==> src/rtl/bintogray_pkg.sv <==
// bintogray_pkg: shared Gray encode/decode helpers for bintogray.
// Helpers operate on MAX_W bits; callers zero-extend and truncate to their WIDTH.
package bintogray_pkg;
    localparam int MAX_W = 32;

    function automatic logic [MAX_W-1:0] bin2gray(input logic [MAX_W-1:0] b);
        return b ^ (b >> 1);
    endfunction

    // Zero-extended upper Gray bits decode to zeros, so truncation stays exact.
    function automatic logic [MAX_W-1:0] gray2bin(input logic [MAX_W-1:0] g);
        logic [MAX_W-1:0] b;
        b[MAX_W-1] = g[MAX_W-1];
        for (int i = MAX_W-2; i >= 0; i--) b[i] = b[i+1] ^ g[i];
        return b;
    endfunction
endpackage

==> src/rtl/bintogray_gray2bin_dec.sv <==
// gray2bin_dec: combinational Gray-to-binary decoder chain.
module gray2bin_dec
    import bintogray_pkg::*;
#(
    parameter int WIDTH = 4
) (
    input  logic [WIDTH-1:0] g,
    output logic [WIDTH-1:0] b
);
    assign b = WIDTH'(gray2bin(MAX_W'(g)));
endmodule

==> src/rtl/bintogray.sv <==
// bintogray: binary-to-Gray converter with combinational and registered outputs.
// BINTOGRAY_DECODE_EN adds the B_chk decode and registered chk_err self-check.
module bintogray
    import bintogray_pkg::*;
#(
    parameter int WIDTH   = 4,
    parameter bit REG_OUT = 1
) (
    input  logic             clk,
    input  logic             rst,
    input  logic [WIDTH-1:0] B,
    input  logic             in_valid,
    output logic [WIDTH-1:0] G,
    output logic [WIDTH-1:0] G_q,
    output logic             q_valid
`ifdef BINTOGRAY_DECODE_EN
    ,
    output logic [WIDTH-1:0] B_chk,
    output logic             chk_err
`endif
);
    assign G = WIDTH'(bin2gray(MAX_W'(B)));

    generate
        if (REG_OUT) begin : g_reg
            always_ff @(posedge clk) begin
                if (rst) begin
                    G_q     <= '0;
                    q_valid <= 1'b0;
                end else begin
                    if (in_valid) G_q <= G;
                    q_valid <= in_valid;
                end
            end
        end else begin : g_comb
            assign G_q     = G;
            assign q_valid = in_valid;
        end
    endgenerate

`ifdef BINTOGRAY_DECODE_EN
    gray2bin_dec #(.WIDTH(WIDTH)) u_dec (.g(G), .b(B_chk));

    always_ff @(posedge clk) chk_err <= rst ? 1'b0 : (in_valid && (B_chk != B));
`endif
endmodule

==> config.mk <==
export PLATFORM = sky130hd
export DESIGN_NAME = bintogray
export DESIGN_NICKNAME = d
export VERILOG_FILES = /design/src/rtl/bintogray_pkg.sv /design/src/rtl/bintogray_gray2bin_dec.sv /design/src/rtl/bintogray.sv
export SDC_FILE = /design/constraint.sdc
export NUM_CORES = 1
export LEC_CHECK = 0
export ABC_AREA = 1
export ABC_CLOCK_PERIOD_IN_PS = 800
export CAP_MARGIN = 15
export CORE_AREA = 2 2 39 41
export DETAILED_ROUTE_END_ITERATION = 12
export DIE_AREA = 0 0 41 43
export SLEW_MARGIN = 10
export SYNTH_ARGS = -nofsm -noshare
export SYNTH_HDL_FRONTEND = slang
export SYNTH_HIERARCHICAL = 1
export SYNTH_SLANG_ARGS = --single-unit
==> constraint.sdc <==
create_clock -name clk -period 0.8 [get_ports clk]
set_input_delay 0.12 -clock clk [delete_from_list [all_inputs] [get_ports clk]]
set_output_delay 0.12 -clock clk [all_outputs]
set_load 0.005 [all_outputs]
=== After elaboration in Yosys (flattened, before gate mapping) ===
Index checks and enable logic that the tools add are counted.

* Bitwise gates (word level): 1

{| class="wikitable"
|+ Operator list
! cell !! number
|-
| 4-bit by 3-bit bitwise XOR with 4-bit output || 1
|}

* Register bits after elaboration: 5
* Input bits: 7
* Output and inout port bits: 9

=== Logic depth before layout (Yosys ltp) ===
* Depth in word-level cells: 1
* Gate-level depth with buffers: 5

=== Worst setup path before layout ===
Ideal clock, no wire load.

* Kind: register -> register
* From: register G_q[0] (netlist name)
* To: register G_q[0]
* Library setup time: 0.109 ns
* Arrival: 0.490 ns
* Data required time: 0.691 ns
* Setup slack: 0.202 ns
* Stages on the path, launching flop included: 5
* Period minus slack after synthesis: 0.598 ns
* Cell sequence: dfxtp_1 > nor2_1 > nor2_1 > nand2_1 > inv_1

{| class="wikitable"
|+ RTL lines
! what !! line !! source
|-
| end signal: assignment || bintogray.sv:28 || <nowiki>G_q <= '0;</nowiki>
|-
| end signal: assignment || bintogray.sv:31 || <nowiki>if (in_valid) G_q <= G;</nowiki>
|-
| end: declaration || bintogray.sv:14 || <nowiki>output logic [WIDTH-1:0] G_q,</nowiki>
|}

=== Worst setup path after layout ===
* From: register G_q[1]
* To: output port G_q[1]

No word-level cell between the ends.

==> impl_metrics.tcl <==
set metrics [dict create \
    status "finished, final reports clean" \
    hp-class "in2reg" \
    htreeDepth 1 \
    rows 14 \
    crit_family "flip-flops" \
    leakage_nw 0.271 \
    die_area_um2 1760 \
    slowest_delay_ps 310 \
    synth_flop_cell "dfxtp_1" \
    r2r-start "G_q[2]$_SDFFE_PP0P_" \
    syn_area_um2 248 \
    yosysWarnings 6 \
    skew_ps 0 \
    endpoint_kind "output port" \
    setup.worst_path.start_class "flop" \
    path_class "reg2out" \
    antenna_found_initial 0 \
    finalCritPeriodShare 0.991 \
    syn_nets 47 \
    yosys-top-cells-area "dfxtp_1, nand2_1, inv_1" \
    cts-root-buf "clkbuf_4" \
    die_h_um 43 \
    syn_inst 40 \
    fp.coreArea_um2 1380 \
    synth_seq_area_share 0.404 \
    drtIter0Drc 4 \
    hpwl_um 473 \
    path_max_fanout 2 \
    nets 74 \
    max_slew_margin 0.808 \
    holdPathEnd "G_q[3]$_SDFFE_PP0P_" \
    period_needed_ps 793 \
    final_max_slew_viol_count 0 \
    cts.clk_slew.worst_paths_ps 40 \
    dr.pass1.iters 2 \
    pin_count 16 \
    reg2reg_depth 4 \
    vias_per_cell 3.83 \
    drv_cap 0 \
    ant_nets 0 \
    postCtsHoldBufs 0 \
    vdd_drop_max_v 0.00113 \
    grt_pass1_vias 279 \
    grt_max_degree 9 \
    finalHoldViolCount 0 \
    cts_buffer_depth 2 \
    reg2reg_slack_ps 170 \
    max_slew.worst_pin.slew_ps 287 \
    min_path_cells 3 \
    drt_wl_total_um 631 \
    r2r-end "G_q[2]$_SDFFE_PP0P_" \
    gp_congestion 0.695 \
    place.port_buffers 15 \
    cp_cell_sequence "buf_2" \
    cts_sinks 5 \
    synthTopCellsByCount "nand2_1, inv_1, nor2_1" \
    rsz0062_at_grt "yes" \
    postSynth.asyncResetShare 0 \
    area_delta_synth_final_pct 78.8 \
    route.detailed.drc 0 \
    holdWs_ps 147 \
    die_w_um 41 \
    yosysUniqueCellTypes 9 \
    yosys.area.top_type "dfxtp_1" \
    num_antenna_cells 0 \
    numCtsBuffers 3 \
    crit_arrival_ps 670 \
    clock.fmax_mhz 1260 \
    dp.cells 74 \
    critPathBufInv 1 \
    cellPowerDensity_nw_per_um2 1630 \
    worstPathRequired_ps 680 \
    yosysMostFrequentCell "nand2_1" \
    track_usage 0.0905 \
    power.total_mw 0.724 \
    drive_above_1_share 0.455 \
    via_count 314 \
    setup_viol 0 \
    start_util 0.179 \
    grt_pass1_wl_um 993 \
    min_from "B[3]" \
    ys_ff_latch 5 \
    clk_latency_ps 240 \
    synth_edf_count 0 \
    fillCellCount 175 \
    synth_top_area_frac 0.404 \
    cts_tree "yes" \
    grt_overflow 0 \
    cpMaxStageDelayCell "dfxtp_2" \
    wl_per_cell_um 7.70 \
    avgSynthCellArea_um2 6.19 \
    final-instance-count-excl-fill 82 \
]
report_power, final:
part | internal [mW] | switching [mW] | leakage [nW]
registers | 0.269 | 0.00672 | 0.0428
logic | 0.0835 | 0.0669 | 0.214
clock network | 0.189 | 0.109 | 0.0150
total | 0.542 | 0.182 | 0.271
registers in the layout, indices dropped and copies added, names as in the netlist:
name / count
G_q: 4
q_valid: 1
through the flow:
stage               setup TNS (ps)   util  instance area (µm²)  worst slack (ps)
CTS                          -12.8  0.325                  450             -5.65
global placement             -4330  0.316                  437              -641
finish                           0  0.320                  443              7.49
floorplan                        0      -                  248               202
detailed placement           -4310  0.316                  437              -626
global route                 -55.3  0.320                  443             -16.5
worst reg2reg max path: stages (launching register included):
cell and delay (ps):
dfxtp_2 310, nor2_1 80, nor2_1 50, nand2_1 60, inv_1 30
per-layer routing:
layer	wire, µm	vias to the layer above	global-route usage
li1	-	167	-
met1	245	133	0.0774
met2	300	11	0.131
met3	75	3	0.0785
met4	8	0	0.0600
met5	0	-	0
how the worst max path moves through the flow:
| stage | slack (ps) | from | to | cells past startpoint |
|---|---|---|---|---|
| CTS | -6 | G_q[1]$_SDFFE_PP0P_ | G_q[1] | 1 |
| floorplan | 200 | G_q[0]$_SDFFE_PP0P_ | G_q[0]$_SDFFE_PP0P_ | 4 |
| global placement | -640 | B[3] | G[2] | 4 |
| finish | 7 | G_q[1]$_SDFFE_PP0P_ | G_q[1] | 1 |
| global route | -20 | G_q[1]$_SDFFE_PP0P_ | G_q[1] | 1 |
| detailed placement | -630 | B[3] | G[2] | 4 |
final cells by class:
type                            count  area, µm²  share of cell area
Timing Repair Buffer               24        160               0.362
Tap cell                           16       20.0              0.0452
Sequential cell                     5        105               0.237
Multi-Input combinational cell     25        101               0.229
Inverter                            8       30.0              0.0678
Clock buffer                        4       26.3              0.0593
cells by family (layout without fill, tap and decap cells):
family,Yosys count,count (layout),share of synthesized area
AO/OA/AOI/OAI,1,1,0.0202
buffers and inverters,10,36,0.197
AND/OR/NAND/NOR,24,24,0.379
flip-flops,5,5,0.404
cell usage in the layout (no fill, tap or decap), drive strengths merged:
cell type | synthesis | routed
buf | 2 | 19
nand2 | 14 | 14
inv | 8 | 8
nor2 | 7 | 7
dfxtp | 5 | 5
clkbuf | 0 | 5
nand3 | 3 | 3
dlygate4sd2 | 0 | 2
a21oi | 1 | 1
clkdlybuf4s15 | 0 | 1
clkdlybuf4s50 | 0 | 1
what timing repair did:
| action | CTS | global route |
|---|---|---|
| buffers inserted | 4 | 0 |
| setup endpoints to repair | 12 | 6 |
| pin swaps | 0 | 2 |
| gates resized for setup | 49 | 4 |
Power figures use the tool's default switching activity.
